`src/rtl/ifu_fetch.sv`:
```
`default_nettype none
//============================================================================
// Module   : ifu_fetch
// Desc     : Instruction fetch stage. Takes addresses from the PC unit,
//            issues single-word requests to instruction memory and pairs
//            in-order responses with their addresses in a fetch queue that
//            feeds decode. A flush drops buffered and in-flight fetches.
// Option   : IFU_MISALIGN_CHECK_EN - misaligned addresses skip memory and
//            are queued as fault entries in program order.
// Revision : 1.0 - initial release
//============================================================================
module ifu_fetch #(
    parameter int DEPTH = 4
) (
    input  logic        clk,
    input  logic        reset,
    input  logic        pc_valid_i,
    input  logic [31:0] pc_addr_i,
    output logic        pc_ready_o,
    input  logic        flush_i,
    output logic        imem_req_o,
    output logic [31:0] imem_addr_o,
    input  logic        imem_gnt_i,
    input  logic        imem_rvalid_i,
    input  logic [31:0] imem_rdata_i,
    output logic        inst_valid_o,
    output logic [31:0] inst_o,
    output logic [31:0] inst_addr_o,
    output logic        inst_fault_o,
    input  logic        dec_ready_i
);
    localparam int              c_AW    = $clog2(DEPTH);
    localparam int              c_CW    = c_AW + 1;
    localparam logic [c_CW:0]   c_DEPTH = (c_CW + 1)'(DEPTH);
    localparam logic [c_CW-1:0] c_ONE   = c_CW'(1);
    localparam logic [c_AW-1:0] c_PONE  = c_AW'(1);

    // request register and credit counters
    logic            r_req_pending;
    logic [31:0]     r_req_addr;
    logic [c_CW-1:0] r_inflight;
    logic [c_CW-1:0] r_count;
    logic [c_CW-1:0] r_discard;

    // address FIFO for granted requests, and the fetch queue
    logic [31:0]     r_af_mem [DEPTH];
    logic [c_AW-1:0] r_af_wptr;
    logic [c_AW-1:0] r_af_rptr;
    logic [31:0]     r_q_addr [DEPTH];
    logic [31:0]     r_q_data [DEPTH];
    logic [c_AW-1:0] r_q_wptr;
    logic [c_AW-1:0] r_q_rptr;

    logic            w_grant;
    logic            w_accept;
    logic            w_credit_ok;
    logic [c_CW:0]   w_used;
    logic            w_rsp_keep;
    logic            w_q_push;
    logic            w_q_pop;
    logic [31:0]     w_push_addr;
    logic [31:0]     w_push_data;
    logic [c_CW-1:0] w_inflight_nxt;
    logic [c_CW-1:0] w_count_nxt;
    logic            w_misaligned;
    logic            w_byp_valid;
    logic            w_byp_go;
    logic [31:0]     w_byp_addr;

    assign w_grant     = imem_gnt_i && r_req_pending;
    assign w_used      = {1'b0, r_inflight} + {1'b0, r_count}
                       + {{c_CW{1'b0}}, r_req_pending} + {{c_CW{1'b0}}, w_byp_valid};
    assign w_credit_ok = (w_used < c_DEPTH);
    // a held bypass entry blocks new addresses so nothing can overtake it
    assign pc_ready_o  = !flush_i && w_credit_ok && (!r_req_pending || imem_gnt_i) && !w_byp_valid;
    assign w_accept    = pc_valid_i && pc_ready_o;

    // responses owed to a flushed stream are dropped without touching the FIFO
    assign w_rsp_keep  = imem_rvalid_i && (r_discard == '0);
    assign w_q_push    = w_rsp_keep || w_byp_go;
    assign w_q_pop     = inst_valid_o && dec_ready_i;
    assign w_push_addr = w_byp_go ? w_byp_addr : r_af_mem[r_af_rptr];
    assign w_push_data = w_byp_go ? 32'h0 : imem_rdata_i;

    assign imem_req_o   = r_req_pending;
    assign inst_valid_o = (r_count != '0);
    assign inst_o       = inst_valid_o ? r_q_data[r_q_rptr] : 32'h0;
    assign inst_addr_o  = inst_valid_o ? r_q_addr[r_q_rptr] : 32'h0;

`ifdef IFU_MISALIGN_CHECK_EN
    logic        r_byp_valid;
    logic [31:0] r_byp_addr;
    logic        r_q_fault [DEPTH];

    assign w_misaligned = (pc_addr_i[1:0] != 2'b00);
    assign w_byp_valid  = r_byp_valid;
    assign w_byp_addr   = r_byp_addr;
    // release the fault entry only once every older fetch has returned
    assign w_byp_go     = r_byp_valid && (r_inflight == '0) && !r_req_pending;
    assign imem_addr_o  = r_req_addr;
    assign inst_fault_o = inst_valid_o && r_q_fault[r_q_rptr];

    // bypass slot holding a misaligned address until it may be queued
    always_ff @(posedge clk or posedge reset) begin
        if (reset) begin
            r_byp_valid <= 1'b0;
            r_byp_addr  <= 32'h0;
        end else if (flush_i) begin
            r_byp_valid <= 1'b0;
        end else if (w_accept && w_misaligned) begin
            r_byp_valid <= 1'b1;
            r_byp_addr  <= pc_addr_i;
        end else if (w_byp_go) begin
            r_byp_valid <= 1'b0;
        end
    end

    // fault flag storage alongside the queue payload
    always_ff @(posedge clk) begin
        if (w_q_push) r_q_fault[r_q_wptr] <= w_byp_go;
    end
`else
    assign w_misaligned = 1'b0;
    assign w_byp_valid  = 1'b0;
    assign w_byp_addr   = 32'h0;
    assign w_byp_go     = 1'b0;
    assign imem_addr_o  = {r_req_addr[31:2], 2'b00};
    assign inst_fault_o = 1'b0;
`endif

    // next values of the in-flight and occupancy counters
    always_comb begin
        w_inflight_nxt = r_inflight;
        w_count_nxt    = r_count;
        if (w_grant && !imem_rvalid_i)      w_inflight_nxt = r_inflight + c_ONE;
        else if (!w_grant && imem_rvalid_i) w_inflight_nxt = r_inflight - c_ONE;
        if (w_q_push && !w_q_pop)           w_count_nxt = r_count + c_ONE;
        else if (!w_q_push && w_q_pop)      w_count_nxt = r_count - c_ONE;
    end

    // request, credit and pointer state; flush keeps only the in-flight count
    always_ff @(posedge clk or posedge reset) begin
        if (reset) begin
            r_req_pending <= 1'b0;
            r_req_addr    <= 32'h0;
            r_inflight    <= '0;
            r_count       <= '0;
            r_discard     <= '0;
            r_af_wptr     <= '0;
            r_af_rptr     <= '0;
            r_q_wptr      <= '0;
            r_q_rptr      <= '0;
        end else if (flush_i) begin
            r_req_pending <= 1'b0;
            r_inflight    <= w_inflight_nxt;
            r_discard     <= w_inflight_nxt;
            r_count       <= '0;
            r_af_wptr     <= '0;
            r_af_rptr     <= '0;
            r_q_wptr      <= '0;
            r_q_rptr      <= '0;
        end else begin
            if (w_accept && !w_misaligned) begin
                r_req_pending <= 1'b1;
                r_req_addr    <= pc_addr_i;
            end else if (w_grant) begin
                r_req_pending <= 1'b0;
            end
            if (w_grant) r_af_wptr <= r_af_wptr + c_PONE;
            if (imem_rvalid_i) begin
                if (r_discard != '0) r_discard <= r_discard - c_ONE;
                else                 r_af_rptr <= r_af_rptr + c_PONE;
            end
            r_inflight <= w_inflight_nxt;
            r_count    <= w_count_nxt;
            if (w_q_push) r_q_wptr <= r_q_wptr + c_PONE;
            if (w_q_pop)  r_q_rptr <= r_q_rptr + c_PONE;
        end
    end

    // storage arrays; contents beyond the live pointers are never observed
    always_ff @(posedge clk) begin
        if (w_grant) r_af_mem[r_af_wptr] <= r_req_addr;
        if (w_q_push) begin
            r_q_addr[r_q_wptr] <= w_push_addr;
            r_q_data[r_q_wptr] <= w_push_data;
        end
    end
endmodule
`default_nettype wire

```
`config.mk`:
```
export PLATFORM = sky130hd
export DESIGN_NAME = ifu_fetch
export DESIGN_NICKNAME = d
export VERILOG_FILES = /design/src/rtl/ifu_fetch.sv
export SDC_FILE = /design/constraint.sdc
export NUM_CORES = 1
export LEC_CHECK = 0
export CAP_MARGIN = 5
export CORE_MARGIN = 2
export CORE_UTILIZATION = 61
export DETAILED_ROUTE_END_ITERATION = 8
export MAX_ROUTING_LAYER = met4
export PLACE_DENSITY = 0.86
export SLEW_MARGIN = 20
export SYNTH_ARGS = -nofsm -noshare
export SYNTH_HDL_FRONTEND = slang
export SYNTH_SLANG_ARGS = --single-unit
```
`constraint.sdc`:
```
create_clock -name clk -period 5.65 [get_ports clk]
set_input_delay 0.565 -clock clk [delete_from_list [all_inputs] [get_ports clk]]
set_output_delay 0.565 -clock clk [all_outputs]
set_load 0.03 [all_outputs]
```
==> results.md, run 1 <==
- Post-Syn Instances: 797
- Overall routing resource usage: 23.0%
- Final Hold Viols: 0
- H-Tree Depth: 2
- CTS tree: built
- Ratio of cells with drive above 1 in the final layout: 21.9%
- CTS Sinks: 434
- Vias in the first global route: 8,489
- Starting Density: 61.5%
- Clock Pin Slew Worst Setup and Hold Paths: 0.06 ns
- Critical Path Start Type: flip-flop
- Worst Hold Class: flip-flop to flip-flop
- Nets: 1,032
- Synthesized area per cell: 21.3 sq um
- Hold worst-path end: r_inflight[2]$_DFF_PP0_
- R2r startpoint: r_count[0]$_DFFE_PP0P_
- Clock buffer depth: 3
- Max Freq: 262 MHz
- Ys flop type: edfxtp_1
- Total CTS buffers: 42
- Final WL: 31,400 um
- Post-route core utilization: 73.0%
- Final std cells w/o fill: 1,356
- RR Endpoint: r_count[2]$_DFFE_PP0P_
- Port Buffer Count: 167
- Placer Congestion: 0.734
- WS Path Type: flip-flop to primary output
- Post-synthesis sequential area ratio: 75.2%
- Status: finished clean
- Sw frac: 31.0%
- Fill count: 1,596
- Final setup viols: 0
- Post-synthesis register bit count: 434
- DRT antenna net count: 0
- Detailed placement HPWL: 17,000 um
- Switching power: 3.26 mW
- Crit. End Element: primary output
- Fin crit share: 67.6%
- Clk_lat worst skew: 0.54 ns
- Reg power frac: 41.8%
- Met2 Use GR: 39.1%
- Worst hold stages: 1
- CTS Hold Bufs: 0
- Final critical-path required period: 3.82 ns
- Num rows: 61
- Met3 usage: 3.45%
- CP required: 5.09 ns
- CORE AREA: 0.0276 sq mm
- Largest net degree at the start of global routing: 68
- RSZ-0062 raised after global routing: no
- Worst Skew: 0.0172 ns
- Vias: 7,881
- Starting DRT DRC Count: 594
- Die height: 171 um
- Synth top area cells: edfxtp_1 (68%), mux4_2 (13%), dfrtp_1 (7.4%)
- Maximum VDD drop: 421 uV
- YS warnings: 0
- Die Area: 0.0292 sq mm
- Synth-to-layout area growth: 18.7%
- Post-synth top area share: 67.8%
- Leak: 6.73 nW
- Initial antenna violation count: 0
- Final Instance Area: 0.0202 sq mm
- Critical path peak fanout: 30
- Synth cell types: 41
- Slew headroom: 30.5%
- Async set-reset flop share out of synthesis: 11.5%
- First-pass GRT wire length: 48,300 um
- Synth cell count leaders: edfxtp_1 (384), mux4_2 (96), and2_1 (69)
- Routed len/inst: 23.2 um
- Register-to-register setup slack: 3.08 ns
- Arr. time, crit path: 3.26 ns
- Total power: 10.5 mW
- Clock Power Share: 26.8%
- Resized cells post-CTS: 0
- DIE WIDTH: 171 um
- Busiest layer in global routing: met2
- GR Util met1: 29.5%
- Grt ovf: 0
- Synthesized area: 0.0170 sq mm
- Count leader, synth: edfxtp_1
- Final Max Slew Viols: 0
- Cell depth of the worst flop-to-flop path: 7
- Power Density: 521 mW/mm^2
- Max_cap viols: 0
- Ant diodes: 0
- Hold Startpoint: r_inflight[2]$_DFF_PP0_
- Worst Max-Slew Pin Slew: 1.04 ns
- Comb pwr share: 31.4%
- Post-Route Setup TNS: 0 ns
- IO Pins: 171
- Post-CTS Setup Bufs: 0
- Int Pwr: 7.26 mW
- Largest area contributor in the netlist: edfxtp_1
- Post-synth EDFFs: 384
- CTS root buffer: clkbuf_16
- # DRC: 0
- Iteration count of the initial detailed-routing pass: 5
- Via-per-instance ratio: 5.81
- Area after DPL: 0.0188 sq mm
- Dpl cells: 1,279
==> critical path: stages (launching register included) <==
cell             delay [ns]
dfrtp_4                0.83
buf_4                  0.50
mux4_2                 0.59
and2_1                 0.18
clkdlybuf4s50_1        0.59
==> cells in the final DEF (no fill, tap or decap), types with 5 or more instances in the layout <==
master           synthesis  final
mux4_2                  96     96
xnor2_1                  8      8
bufinv_16                0      6
and2_1                  69     65
inv_1                   12     11
nand2_1                  7      7
clkdlybuf4s50_1          0    167
dfrtp_1                 50     46
a21oi_1                  7      7
ha_1                    15     15
buf_4                   36      5
mux2_2                   5      5
clkbuf_16                0     42
clkbuf_1                14     10
nor2_1                  10     10
edfxtp_1               384    384
clkinv_1                 0      6
clkinv_2                 0      5
mux2_4                  29     29
==> cell type report <==
| cell class | count | area, sq um | share of cell area [%] |
|---|---|---|---|
| Clock buffer | 55 | 1130 | 5.60 |
| Clock inverter | 22 | 278 | 1.38 |
| Inverter | 12 | 45.0 | 0.223 |
| Multi-Input combinational cell | 283 | 3750 | 18.6 |
| Sequential cell | 434 | 12800 | 63.4 |
| Tap cell | 378 | 473 | 2.34 |
| Timing Repair Buffer | 172 | 1710 | 8.47 |
==> power groups by stage <==
stage,combinational [mW],sequential [mW],clock [mW]
6_report,3.30,4.40,2.82
5_1_grt,3.51,4.46,2.99
4_1_cts,3.35,4.41,2.87
3_5_place_dp,3.32,4.46,0
3_3_place_gp,3.26,4.43,0
2_1_floorplan,2.42,4.24,0
==> how the worst max path moves through the flow <==
stage                                         from                        to  slack [ns]  depth (start not counted)
after CTS                  r_q_rptr[0]$_DFFE_PP0P_                inst_o[17]        1.72                          4
after floorplan           r_discard[0]$_DFFE_PP0P_  r_q_addr[0][0]$_DFFE_PP_        2.74                          5
after global routing       r_q_rptr[0]$_DFFE_PP0P_                inst_o[17]        1.63                          4
after global placement     r_q_rptr[0]$_DFFE_PP0P_                 inst_o[0]        2.37                          4
after detailed placement   r_q_rptr[0]$_DFFE_PP0P_                inst_o[17]        2.30                          4
final                      r_q_rptr[0]$_DFFE_PP0P_                inst_o[17]        1.83                          4
==> metal layers <==
metal,wire [um],up-vias
li1,-,3425
met1,12500,4123
met5,0,-
met4,600,0
met2,16600,283
met3,1700,50
==> metrics by stage <==
stage,worst slack (ns),hold slack (ns)
global route,1.63,0.548
floorplan,2.74,0.467
CTS,1.72,0.513
detailed placement,2.30,0.492
global placement,2.37,0.505
finish,1.83,0.524
==> sequential cells by signal, summed over array words and instances, names as in the netlist, 3 cells and up <==
| signal | cells |
|---|---|
| r_af_mem | 128 |
| r_count | 3 |
| r_discard | 3 |
| r_inflight | 3 |
| r_q_addr | 128 |
| r_q_data | 128 |
| r_req_addr | 32 |
==> logic make-up (layout without fill, tap and decap cells) <==
group / Yosys count / in the layout / synth area share [%]
AO/OA/AOI/OAI: 17 / 17 / 0.692
XOR/XNOR: 12 / 12 / 0.618
adder cells (fa/ha/maj): 17 / 17 / 1.28
buffers and inverters: 82 / 261 / 2.87
flip-flops: 434 / 434 / 75.2
multiplexers: 130 / 130 / 15.6
other: 1 / 3 / 0.0221
AND/OR/NAND/NOR: 104 / 104 / 3.72
(Power assumes the default switching activity.)
==> run 2, diff against run 1 <==
--- a/config.mk
+++ b/config.mk
@@ -7,10 +7,10 @@
 export LEC_CHECK = 0
 export CAP_MARGIN = 5
 export CORE_MARGIN = 2
-export CORE_UTILIZATION = 61
+export CORE_UTILIZATION = 51
 export DETAILED_ROUTE_END_ITERATION = 8
 export MAX_ROUTING_LAYER = met4
-export PLACE_DENSITY = 0.86
+export PLACE_DENSITY = 0.77
 export SLEW_MARGIN = 20
 export SYNTH_ARGS = -nofsm -noshare
 export SYNTH_HDL_FRONTEND = slang
==> constraint.sdc (replaced) <==
create_clock -name clk -period 3.4 [get_ports clk]
set_input_delay 0.34 -clock clk [delete_from_list [all_inputs] [get_ports clk]]
set_output_delay 0.34 -clock clk [all_outputs]
set_load 0.03 [all_outputs]
==> results.md, run 2 (synthesis gave the netlist of run 1 again) <==
- Status: finished clean (unchanged)
- RSZ-0062 raised after global routing: no (unchanged)
- Via-per-instance ratio: 5.37 (was 5.81)
- Switching power: 5.30 mW (was 3.26 mW)
- Fill count: 2,244 (was 1,596)
- Grt ovf: 0 (unchanged)
- Final Max Slew Viols: 0 (unchanged)
- Final Hold Viols: 0 (unchanged)
- Post-Route Setup TNS: 0 ns (unchanged)
- CP required: 3.06 ns (was 5.09 ns)
- Max Freq: 312 MHz
- Iteration count of the initial detailed-routing pass: 5 (unchanged)
- Starting Density: 52.0% (was 61.5%)
- Final WL: 29,700 um (was 31,400 um)
- IO Pins: 171 (unchanged)
- Critical Path Start Type: flip-flop (unchanged)
- Initial antenna violation count: 0 (unchanged)
- R2r startpoint: r_count[0]$_DFFE_PP0P_ (unchanged)
- RR Endpoint: r_count[2]$_DFFE_PP0P_ (unchanged)
- Maximum VDD drop: 605 uV (was 421 uV)
- DIE WIDTH: 187 um (was 171 um)
- Max_cap viols: 0 (unchanged)
- Crit path to: inst_addr_o[28] (was inst_o[17])
- Worst Hold Class: primary input to asynchronous set/reset pin (was flip-flop to flip-flop)
- Slew headroom: 37.9% (was 30.5%)
- Clock buffer depth: 3 (unchanged)
- Final critical-path required period: 3.20 ns
- Detailed placement HPWL: 17,700 um (was 17,000 um)
- CTS Sinks: 434 (unchanged)
- Post-CTS Setup Bufs: 0 (unchanged)
- Crit. End Element: primary output (unchanged)
- CTS Hold Bufs: 0 (unchanged)
- Reg power frac: 41.8% (about the same)
- Final std cells w/o fill: 1,436 (was 1,356)
- Sw frac: 31.0% (about the same)
- H-Tree Depth: 2 (unchanged)
- Biggest regs: r_af_mem (128), r_q_addr (128), r_q_data (128) (unchanged)
- Power Density: 840 mW/mm^2 (was 521 mW/mm^2)
- Clock Power Share: 25.6% (was 26.8%)
- Total CTS buffers: 43 (was 42)
- Port Buffer Count: 167 (unchanged)
- CORE AREA: 0.0327 sq mm (was 0.0276 sq mm)
- Dpl cells: 1,358 (was 1,279)
- # DRC: 0 (unchanged)
- Worst Max-Slew Pin Slew: 0.931 ns (was 1.04 ns)
- CTS root buffer: clkbuf_16 (unchanged)
- Critical path peak fanout: 64 (was 30)
- Vias: 7,709 (was 7,881)
- Cell depth of the worst flop-to-flop path: 6 (was 7)
- WS Path Type: flip-flop to primary output (unchanged)
- Fin crit share: 94.2%
- Ratio of cells with drive above 1 in the final layout: 22.3% (was 21.9%)
- Placer Congestion: 0.721 (was 0.734)
- Worst setup startpoint: r_q_rptr[0]$_DFFE_PP0P_ (unchanged)
- CTS tree: built (unchanged)
- Int Pwr: 11.8 mW (was 7.26 mW)
- Leak: 6.79 nW (was 6.73 nW)
- Commonest non-fill, non-tap cell in the layout: edfxtp_1 (unchanged)
- Die height: 187 um (was 171 um)
- Clock Pin Slew Worst Setup and Hold Paths: 0.06 ns (about the same)
- Resized cells post-CTS: 0 (unchanged)
- First-pass GRT wire length: 46,500 um (was 48,300 um)
- Final setup viols: 0 (unchanged)
- Worst Skew: 0.0166 ns (was 0.0172 ns)
- Clk_lat worst skew: 0.53 ns (was 0.54 ns)
- Num rows: 66 (was 61)
- Synth-to-layout area growth: 19.7% (was 18.7%)
- Register-to-register setup slack: 0.79 ns (was 3.08 ns)
- Vias in the first global route: 8,203 (was 8,489)
- Starting DRT DRC Count: 503 (was 594)
- Overall routing resource usage: 17.7% (was 23.0%)
- Comb pwr share: 32.6% (was 31.4%)
- Arr. time, crit path: 2.86 ns (was 3.26 ns)
- Largest net degree at the start of global routing: 68 (unchanged)
- Routed len/inst: 20.7 um (was 23.2 um)
- Nets: 1,048 (was 1,032)
- Die Area: 0.0348 sq mm (was 0.0292 sq mm)
- Ant diodes: 0 (unchanged)
- DRT antenna net count: 0 (unchanged)
- Most frequent cells in the layout: edfxtp_1 (384), clkdlybuf4s50_1 (167), mux4_2 (96) (unchanged)
run 2: through the flow:
stage | utilization (%) | hold slack, ns | setup slack, ns | area, sq um | power (mW)
global placement | 58.2 | 0.504 | 0.719 | 19000 | 12.8
global route | 62.2 | 0.253 | 0.0619 | 20300 | 17.8
finish | 62.2 | 0.197 | 0.196 | 20300 | 17.1
floorplan | - | 0.439 | 0.488 | 17000 | 11.1
CTS | 62.2 | 0.210 | 0.167 | 20300 | 17.3
detailed placement | 58.2 | 0.503 | 0.676 | 19000 | 12.9
run 2: how the worst min path moves through the flow:
stage | to | slack [ns]
2_1_floorplan | r_q_data[0][0]$_DFFE_PP_ | 0.44
3_3_place_gp | r_inflight[2]$_DFF_PP0_ | 0.50
3_5_place_dp | r_inflight[2]$_DFF_PP0_ | 0.50
4_1_cts | r_req_addr[11]$_DFFE_PP0P_ | 0.21
5_1_grt | r_req_addr[11]$_DFFE_PP0P_ | 0.25
6_report | r_req_addr[11]$_DFFE_PP0P_ | 0.20
run 2: metal layers:
| layer | up-vias | part of all wire (%) | global-route usage [%] |
|---|---|---|---|
| met5 | - | 0 | - |
| met2 | 218 | 49 | 28.4 |
| li1 | 3454 | - | - |
| met1 | 3998 | 45 | 24.5 |
| met3 | 39 | 4.4 | 2.76 |
| met4 | 0 | 1.5 | 3.97 |
run 2: cell type report:
class / instances / area (sq um) / share of cell area, %
Inverter: 12 / 45.0 / 0.221
Multi-Input combinational cell: 283 / 3750 / 18.4
Clock inverter: 23 / 148 / 0.726
Timing Repair Buffer: 187 / 1900 / 9.32
Sequential cell: 434 / 12800 / 62.9
Clock buffer: 55 / 1160 / 5.71
Tap cell: 442 / 553 / 2.72
run 2: critical path, cell delays in order, from the launching register on:
cell,delay [ns]
dfrtp_4,0.44
buf_12,0.39
mux4_2,0.63
and2_1,0.18
clkdlybuf4s50_1,0.59
run 2: power groups by stage:
stage	sequential (mW)	clock (mW)	combinational, mW
2_1_floorplan	7.05	0	4.03
3_3_place_gp	7.21	0	5.57
3_5_place_dp	7.26	0	5.64
4_1_cts	7.16	4.46	5.68
5_1_grt	7.23	4.68	5.92
6_report	7.15	4.37	5.57
